**src/rtl/dem_gio_phut_giay_if.sv**
```systemverilog
// Signal bundle between the time-of-day counter and its neighbours: conditioned
// inputs from the divider/buttons and the BCD time outputs for the display driver.
interface dem_gio_phut_giay_if;
    logic       tick_in;
    logic       btn_mode;
    logic       btn_inc;
    logic [7:0] sec_bcd;
    logic [7:0] min_bcd;
    logic [7:0] hr_bcd;
    logic       pm;
    logic [1:0] set_mode;
    logic       sec_pulse;
    logic       day_carry;

    modport master (
        output tick_in, btn_mode, btn_inc,
        input  sec_bcd, min_bcd, hr_bcd, pm, set_mode, sec_pulse, day_carry
    );

    modport slave (
        input  tick_in, btn_mode, btn_inc,
        output sec_bcd, min_bcd, hr_bcd, pm, set_mode, sec_pulse, day_carry
    );
endinterface

```
**src/rtl/dem_gio_phut_giay.sv**
```systemverilog
// Time-of-day counter (packed BCD hh:mm:ss) with button-driven hour/minute set mode.
// Optional macro CLOCK_12H_EN: present hours as 01-12 with a PM flag (count stays 24 h).
module dem_gio_phut_giay #(
    parameter int         SYNC_STAGES = 2,
    parameter logic [7:0] INIT_HR     = 8'h00,
    parameter logic [7:0] INIT_MIN    = 8'h00
) (
    input  logic               clk,
    input  logic               rst_n,
    dem_gio_phut_giay_if.slave bus
);

    typedef enum logic [1:0] {
        ST_RUN     = 2'b00,
        ST_SET_HR  = 2'b01,
        ST_SET_MIN = 2'b10
    } state_t;

    if (SYNC_STAGES < 2) begin : g_bad_sync
        $error("SYNC_STAGES must be at least 2");
    end

    // Returns {wrapped, next}: increments a two-digit BCD value, wrapping at top.
    function automatic logic [8:0] bcd_inc(input logic [7:0] v, input logic [7:0] top);
        if (v == top)
            return {1'b1, 8'h00};
        else if (v[3:0] == 4'd9)
            return {1'b0, v[7:4] + 4'd1, 4'd0};
        else
            return {1'b0, v[7:4], v[3:0] + 4'd1};
    endfunction

    // ------------------------------------------------------------------
    // Input conditioning: synchronizer chain plus rising-edge detect
    // ------------------------------------------------------------------
    logic [2:0] raw;
    logic [2:0] rise;

    assign raw = {bus.btn_inc, bus.btn_mode, bus.tick_in};

    genvar gi;
    for (gi = 0; gi < 3; gi++) begin : g_sync
        logic [SYNC_STAGES-1:0] chain_reg;
        logic                   prev_reg;

        always_ff @(posedge clk or negedge rst_n) begin
            if (!rst_n) begin
                chain_reg <= '0;
                prev_reg  <= 1'b0;
            end else begin
                chain_reg <= {chain_reg[SYNC_STAGES-2:0], raw[gi]};
                prev_reg  <= chain_reg[SYNC_STAGES-1];
            end
        end

        assign rise[gi] = chain_reg[SYNC_STAGES-1] & ~prev_reg;
    end

    logic tick_rise;
    logic mode_rise;
    logic inc_rise;

    assign tick_rise = rise[0];
    assign mode_rise = rise[1];
    assign inc_rise  = rise[2];

    // ------------------------------------------------------------------
    // Mode FSM and time registers
    // ------------------------------------------------------------------
    state_t     state_reg, state_next;
    logic [7:0] sec_reg, sec_next;
    logic [7:0] min_reg, min_next;
    logic [7:0] hr_reg, hr_next;
    logic       sec_pulse_reg, sec_pulse_next;
    logic       day_carry_reg, day_carry_next;

    logic [8:0] sec_inc;
    logic [8:0] min_inc;
    logic [8:0] hr_inc;

    assign sec_inc = bcd_inc(sec_reg, 8'h59);
    assign min_inc = bcd_inc(min_reg, 8'h59);
    assign hr_inc  = bcd_inc(hr_reg, 8'h23);

    always_ff @(posedge clk or negedge rst_n) begin
        if (!rst_n)
            state_reg <= ST_RUN;
        else
            state_reg <= state_next;
    end

    always_comb begin
        state_next     = state_reg;
        sec_next       = sec_reg;
        min_next       = min_reg;
        hr_next        = hr_reg;
        sec_pulse_next = 1'b0;
        day_carry_next = 1'b0;

        case (state_reg)
            ST_RUN: begin
                // A tick coinciding with a mode press is still counted.
                if (tick_rise) begin
                    sec_pulse_next = 1'b1;
                    sec_next       = sec_inc[7:0];
                    if (sec_inc[8]) begin
                        min_next = min_inc[7:0];
                        if (min_inc[8]) begin
                            hr_next        = hr_inc[7:0];
                            day_carry_next = hr_inc[8];
                        end
                    end
                end
                if (mode_rise)
                    state_next = ST_SET_HR;
            end
            ST_SET_HR: begin
                if (mode_rise)
                    state_next = ST_SET_MIN;
                else if (inc_rise)
                    hr_next = hr_inc[7:0];
            end
            ST_SET_MIN: begin
                if (mode_rise) begin
                    state_next = ST_RUN;
                    sec_next   = 8'h00;
                end else if (inc_rise) begin
                    min_next = min_inc[7:0];
                end
            end
            default: state_next = ST_RUN;
        endcase
    end

    always_ff @(posedge clk or negedge rst_n) begin
        if (!rst_n) begin
            sec_reg       <= 8'h00;
            min_reg       <= INIT_MIN;
            hr_reg        <= INIT_HR;
            sec_pulse_reg <= 1'b0;
            day_carry_reg <= 1'b0;
        end else begin
            sec_reg       <= sec_next;
            min_reg       <= min_next;
            hr_reg        <= hr_next;
            sec_pulse_reg <= sec_pulse_next;
            day_carry_reg <= day_carry_next;
        end
    end

    // ------------------------------------------------------------------
    // Hour presentation
    // ------------------------------------------------------------------
`ifdef CLOCK_12H_EN
    // Returns {pm, hr12} for a 24 h BCD hour.
    function automatic logic [8:0] hr_map(input logic [7:0] h);
        if (h == 8'h00)
            return {1'b0, 8'h12};
        else if (h < 8'h12)
            return {1'b0, h};
        else if (h == 8'h12)
            return {1'b1, 8'h12};
        else if (h[7:4] == 4'd1)
            return {1'b1, 4'h0, h[3:0] - 4'd2};
        else if (h[3:0] < 4'd2)
            return {1'b1, 4'h0, h[3:0] + 4'd8};
        else
            return {1'b1, 4'h1, h[3:0] - 4'd2};
    endfunction

    localparam logic [8:0] HR_RESET = hr_map(INIT_HR);

    logic [8:0] hr_map_next;
    logic [7:0] hr_out_reg;
    logic       pm_reg;

    assign hr_map_next = hr_map(hr_next);

    // Mapped from hr_next so the display hour changes on the same edge as the count.
    always_ff @(posedge clk or negedge rst_n) begin
        if (!rst_n) begin
            hr_out_reg <= HR_RESET[7:0];
            pm_reg     <= HR_RESET[8];
        end else begin
            hr_out_reg <= hr_map_next[7:0];
            pm_reg     <= hr_map_next[8];
        end
    end

    assign bus.hr_bcd = hr_out_reg;
    assign bus.pm     = pm_reg;
`else
    assign bus.hr_bcd = hr_reg;
    assign bus.pm     = 1'b0;
`endif

    assign bus.sec_bcd   = sec_reg;
    assign bus.min_bcd   = min_reg;
    assign bus.set_mode  = state_reg;
    assign bus.sec_pulse = sec_pulse_reg;
    assign bus.day_carry = day_carry_reg;

endmodule

```
**src/flat_wrapper.sv**
```systemverilog
// flat-port wrapper written by rule: the top's interface ports become plain ports
module dem_gio_phut_giay_flat 
#(
    parameter int         SYNC_STAGES = 2,
    parameter logic [7:0] INIT_HR     = 8'h00,
    parameter logic [7:0] INIT_MIN    = 8'h00
)
  (clk, rst_n, bus_tick_in, bus_btn_mode, bus_btn_inc, bus_sec_bcd, bus_min_bcd, bus_hr_bcd, bus_pm, bus_set_mode, bus_sec_pulse, bus_day_carry);
  dem_gio_phut_giay_if bus_i ();
  input  logic clk;
  input  logic rst_n;
  input wire logic [$bits(bus_i.tick_in)-1:0] bus_tick_in;
  input wire logic [$bits(bus_i.btn_mode)-1:0] bus_btn_mode;
  input wire logic [$bits(bus_i.btn_inc)-1:0] bus_btn_inc;
  output wire logic [$bits(bus_i.sec_bcd)-1:0] bus_sec_bcd;
  output wire logic [$bits(bus_i.min_bcd)-1:0] bus_min_bcd;
  output wire logic [$bits(bus_i.hr_bcd)-1:0] bus_hr_bcd;
  output wire logic [$bits(bus_i.pm)-1:0] bus_pm;
  output wire logic [$bits(bus_i.set_mode)-1:0] bus_set_mode;
  output wire logic [$bits(bus_i.sec_pulse)-1:0] bus_sec_pulse;
  output wire logic [$bits(bus_i.day_carry)-1:0] bus_day_carry;
  assign bus_i.tick_in = bus_tick_in;
  assign bus_i.btn_mode = bus_btn_mode;
  assign bus_i.btn_inc = bus_btn_inc;
  assign bus_sec_bcd = bus_i.sec_bcd;
  assign bus_min_bcd = bus_i.min_bcd;
  assign bus_hr_bcd = bus_i.hr_bcd;
  assign bus_pm = bus_i.pm;
  assign bus_set_mode = bus_i.set_mode;
  assign bus_sec_pulse = bus_i.sec_pulse;
  assign bus_day_carry = bus_i.day_carry;
  dem_gio_phut_giay #(.SYNC_STAGES(SYNC_STAGES), .INIT_HR(INIT_HR), .INIT_MIN(INIT_MIN)) u_core (.clk(clk), .rst_n(rst_n), .bus(bus_i));
endmodule
```
**config.mk**
```make
export PLATFORM = sky130hd
export DESIGN_NAME = dem_gio_phut_giay_flat
export DESIGN_NICKNAME = d
export VERILOG_FILES = /design/src/rtl/dem_gio_phut_giay_if.sv /design/src/rtl/dem_gio_phut_giay.sv /design/src/flat_wrapper.sv
export SDC_FILE = /design/constraint.sdc
export NUM_CORES = 1
export LEC_CHECK = 0
export ABC_CLOCK_PERIOD_IN_PS = 2800
export CORE_MARGIN = 4
export CORE_UTILIZATION = 50
export CTS_CLUSTER_DIAMETER = 40
export CTS_CLUSTER_SIZE = 8
export DETAILED_ROUTE_END_ITERATION = 16
export PLACE_DENSITY_LB_ADDON = 0.2
export SYNTH_ARGS = -nofsm -noshare
export SYNTH_HDL_FRONTEND = slang
export SYNTH_SLANG_ARGS = --single-unit
```
**constraint.sdc**
```tcl
create_clock -name clk -period 2.8 [get_ports clk]
set_input_delay 0.56 -clock clk [delete_from_list [all_inputs] [get_ports clk]]
set_output_delay 0.56 -clock clk [all_outputs]
set_load 0.01 [all_outputs]
```
[After elaboration in Yosys (flattened, before gate mapping)]
Index checks and enable logic that the tools add are counted.
Operators by class
  add/subtract/negate cells: 6
  equality and inequality tests: 19
  muxes and demuxes: 30
  bitwise logic cells: 6
  reduce and logical (&&, ||, !) cells: 8
Operators by type and width (count)
  $mux 8: 14
  $pmux 8 s2: 3
  $mux 9: 3
  $add 4x1->4 const B: 6
  $eq 8x7->1 const B: 2
  $ne 2x1->1 const B: 8
  $eq 4x4->1 const B: 3
  $eq 8x6->1 const B: 1
  $mux 1: 6
  $mux 2: 3
  $pmux 2 s3: 1
  $reduce_and 3->1: 2
  $reduce_and 6->1: 1
  $reduce_and 5->1: 1
  $ne 2x2->1 const B: 2
  $reduce_and 4->1: 1
  $reduce_bool 2->1: 2
  $and 1x1->1: 3
  $ne 3x1->1 const B: 1
  $not 1->1: 3
  $eq 2x1->1 const B: 1
  $eq 2x2->1 const B: 1
  $logic_not 2->1: 1
Word-level totals
  register bits: 37
  bits of input ports: 5
  output and inout port bits: 29
  word-level logic and storage cells: 82

[Logic depth before layout (Yosys ltp)]
Gate-level depths: netlist of run 1.
  depth in word-level cells: 7
  gate-level depth with buffers: 7
  gate-level depth less buffers: 6

[Worst setup path before layout of run 1]
No wires, ideal clock.
  path kind: register to register
  from: register u_core.min_reg[1] (netlist: u_core.bus.min_bcd[1])
  to: register u_core.hr_reg[2] (netlist: u_core.bus.hr_bcd[2])
  library setup time: 0.125 ns
  arrival time: 2.091 ns
  data required time: 2.675 ns
  slack: 0.584 ns
  stages on the path, launching flop included: 8
  buffers on the path: 1
  period minus slack after synthesis: 2.216 ns
  cells stage by stage: dfrtp_1 -> inv_1 -> ha_1 -> nand3b_4 -> or4_1 -> buf_2 -> a211oi_1 -> mux2_2
On the way
  word-level cells in the longest chain between the ends: 4
RTL lines
  start, declared: line dem_gio_phut_giay.sv:72  | logic [7:0] min_reg, min_next;
  start signal, assigned: line dem_gio_phut_giay.sv:144  | min_reg <= min_next;
  $eq 8x7->1: line dem_gio_phut_giay.sv:25  | if (v == top)
  $mux 9: line dem_gio_phut_giay.sv:25
  $ne 2x1->1 (no line)
  $reduce_and 6->1 (no line)
  end signal, assigned: line dem_gio_phut_giay.sv:145  | hr_reg <= hr_next;
  end, declared: line dem_gio_phut_giay.sv:73  | logic [7:0] hr_reg, hr_next;
No other way between the ends.
A chain may end at the register's enable or synchronous reset.

[Final worst setup path of run 1]
  from: register u_core.min_reg[1] (netlist: u_core.bus.min_bcd[1])
  to: register u_core.hr_reg[1] (netlist: u_core.bus.hr_bcd[1])
The elaborated chain is that of the path after synthesis.

==> results of run 1 <==
through the flow:
step / area [um2] / setup WS [ps] / util [%] / power, mW
after global placement: 2320 / 497 / 62.1 / 1.23
final: 2440 / 400 / 65.2 / 1.73
after global routing: 2440 / 262 / 65.2 / 1.85
after detailed placement: 2320 / 415 / 62.1 / 1.27
after floorplan: 1970 / 584 / - / 1.03
after CTS: 2440 / 405 / 65.2 / 1.76
power by group through the flow:
stage / combinational (mW) / clock [mW] / sequential (mW)
6_report: 0.505 / 0.473 / 0.751
2_1_floorplan: 0.281 / 0 / 0.750
4_1_cts: 0.515 / 0.491 / 0.750
3_5_place_dp: 0.512 / 0 / 0.760
3_3_place_gp: 0.487 / 0 / 0.746
5_1_grt: 0.557 / 0.517 / 0.773
how the worst max path moves through the flow:
stage / startpoint / end / slack (ps) / cells after the start
floorplan: u_core.bus.min_bcd[1] / u_core.bus.hr_bcd[2] / 580 / 7
CTS: u_core.bus.min_bcd[1] / u_core.bus.hr_bcd[1] / 410 / 6
global route: u_core.bus.sec_bcd[1] / u_core.bus.hr_bcd[1] / 260 / 6
detailed placement: u_core.bus.min_bcd[1] / u_core.bus.hr_bcd[1] / 410 / 6
global placement: u_core.bus.min_bcd[1] / u_core.bus.hr_bcd[1] / 500 / 6
finish: u_core.bus.min_bcd[1] / u_core.bus.hr_bcd[1] / 400 / 6
placed cells by master (no fill, tap or decap), types with 6 or more instances in the layout:
master	n
inv_1	13
dfrtp_1	37
nand2_1	11
clkdlybuf4s50_1	32
ha_1	12
clkbuf_8	6
o21ai_0	6
a21oi_1	7
mux2_2	7
a211oi_1	8
nor2_1	17
cell type report:
class / instances / area (um2) / area share (%)
well taps: 48 / 60.1 / 2.46
flip-flops and latches: 37 / 926 / 37.9
clock inverters: 1 / 30.0 / 1.23
clock buffers: 7 / 86.3 / 3.54
repair buffers: 33 / 328 / 13.4
multi-input cells: 126 / 962 / 39.4
inverters: 13 / 48.8 / 2.00
cells by family after synthesis:
kind of cell	after synthesis
AND/OR/NAND/NOR	59
AO/OA/AOI/OAI	41
flip-flops	37
buffers and inverters	18
adder cells (fa/ha/maj)	12
multiplexers	8
XOR/XNOR	5
other	1
per-layer routing:
layer	up-vias	share of wire [%]
li1	723	-
met1	711	44
met2	27	50
met3	6	4.6
met4	0	1.5
met5	-	0
==> results_dict.tcl, run 1 <==
set metrics [dict create \
    status "complete, no violations" \
    clock_skew_ps 6.59 \
    crit_path_start_kind "flip-flop" \
    synth_fa_ha_area_share_pct 7.63 \
    path_cells "inv_1 > ha_1 > nand3b_4 > or4_1 > a21oi_1 > mux2_2" \
    antenna_found_initial 0 \
    hold_viol_final 0 \
    cp_slowest_cell "or4_1" \
    io_buffers 32 \
    nets 233 \
    p_leak_nw 1.10 \
    hold_depth 0 \
    use_met3_pct 5.68 \
    grt_pass1_wl_um 6550 \
    synth_top_family_by_area "simple AND/OR/NAND/NOR gates" \
    cts_resized 0 \
    yosys-top-cells-count "dfrtp_1 (37), nor2_1 (17), inv_1 (13)" \
    period_needed_ps 2400 \
    core_um2 3740 \
    vias 1467 \
    grt_max_degree 38 \
    synth_most_common_cell "dfrtp_1" \
    use_met2_pct 28.3 \
    num_antenna_cells 0 \
    cts.sinks 37 \
    grt_overflow 0 \
    ys_seq_elements 37 \
    cp_top_family "simple AND/OR/NAND/NOR gates" \
    cp_max_fo 8 \
    wire_per_inst_um 14.4 \
    p_int_mw 1.18 \
    std_cell_rows 22 \
    worst_slew_pin_slew_ps 781 \
    post_cts_buffers 0 \
    synthMuxAreaShare_pct 4.58 \
    place_congestion 0.821 \
    grt_use_met1_pct 18.5 \
    switchingPower_uw 551 \
    ys.warnings.count 0 \
    cts_buffer_depth 2 \
    avgSynthCellArea_um2 10.9 \
    grt_use_total_pct 16.6 \
    drcViolationCount 0 \
    synth_xor_area_share_pct 2.23 \
    final_cells 265 \
    yosysUniqueCellTypes 51 \
    drive_gt1_share_pct 10.1 \
    min_to "u_core.g_sync[2].chain_reg[1]" \
    synth_top_area_share_pct 47.0 \
    cts-root-buf "clkbuf_8" \
    clk_pin_slew_ps 70 \
    setup-tns-final_ps 0 \
    clock.fmax_mhz 417 \
    holdBufCountCts 0 \
    reg2reg_depth 6 \
    syn2layout_area_growth_pct 24.0 \
    die_x_um 70.7 \
    cts_tree "yes" \
    die_area_um2 5000 \
    min-delay-start "u_core.g_sync[2].chain_reg[0]" \
    whs_ps 353 \
    io_pins 34 \
    rr_endpoint "u_core.bus.hr_bcd[1]" \
    ys_dominant_reg_cell "dfrtp_1" \
    combPwrFrac_pct 29.2 \
    yosysTopAreaCell "dfrtp_1" \
    die_h_um 70.7 \
    netlist_area_um2 1970 \
    crit_type "reg -> reg" \
    nFillCells 313 \
    hold_path_class "reg -> reg" \
    regToRegSetupSlack_ps 400 \
    first_pass_iters 4 \
    drt_first_iter_violations 65 \
    wl_um 3820 \
    synth_area_leaders "dfrtp_1 (47%), ha_1 (7.6%), mux2_2 (4.0%)" \
    p_per_area_nw_per_um2 708 \
    finalSetupViolCount 0 \
    pwr-share-clk_pct 27.4 \
    relSlewSlack_pct 47.2 \
    cts_made_buffers 5 \
    async_flop_share_pct 100 \
    rr_startpoint "u_core.bus.min_bcd[1]" \
    synth-compound-area-share_pct 15.2 \
    htree_levels 2 \
    arrival_ps 2580 \
    viasPerCell 5.54 \
    final_antenna_net_count 0 \
    syn_inst 181 \
    maxCapViolCount 0 \
    synth_nets 198 \
    maxSlewViolCount 0 \
    required_ps 2980 \
    seq_area_frac_synth_pct 47.0 \
    grt_pass1_vias 1496 \
    fin_crit_sh_pct 85.7 \
    critical-path-max-stage-delay_ps 690 \
    clock_latency_ps 290 \
    end_kind "flip-flop" \
    dp_hpwl_um 2870 \
    ir_drop_v 0.000495 \
    swShare_pct 31.8 \
    start_util_pct 52.6 \
    dpl.cell_count 257 \
    synth-edff-count 0 \
    top_usage_layer "met2" \
    cp_num_buf_inv 1 \
    yosys.area_share.simple_pct 19.1 \
    rsz0062_at_grt "no" \
    power_frac_seq_pct 43.4 \
]
Power figures use the tool's default switching activity.
==> run 2, diff against run 1 <==
--- a/config.mk
+++ b/config.mk
@@ -12,6 +12,7 @@
 export CTS_CLUSTER_SIZE = 8
 export DETAILED_ROUTE_END_ITERATION = 16
 export PLACE_DENSITY_LB_ADDON = 0.2
+export SLEW_MARGIN = 20
 export SYNTH_ARGS = -nofsm -noshare
 export SYNTH_HDL_FRONTEND = slang
 export SYNTH_SLANG_ARGS = --single-unit
==> results of run 2 <==
Same layout as run 1: the final DEF is identical, and so are final timing and power.
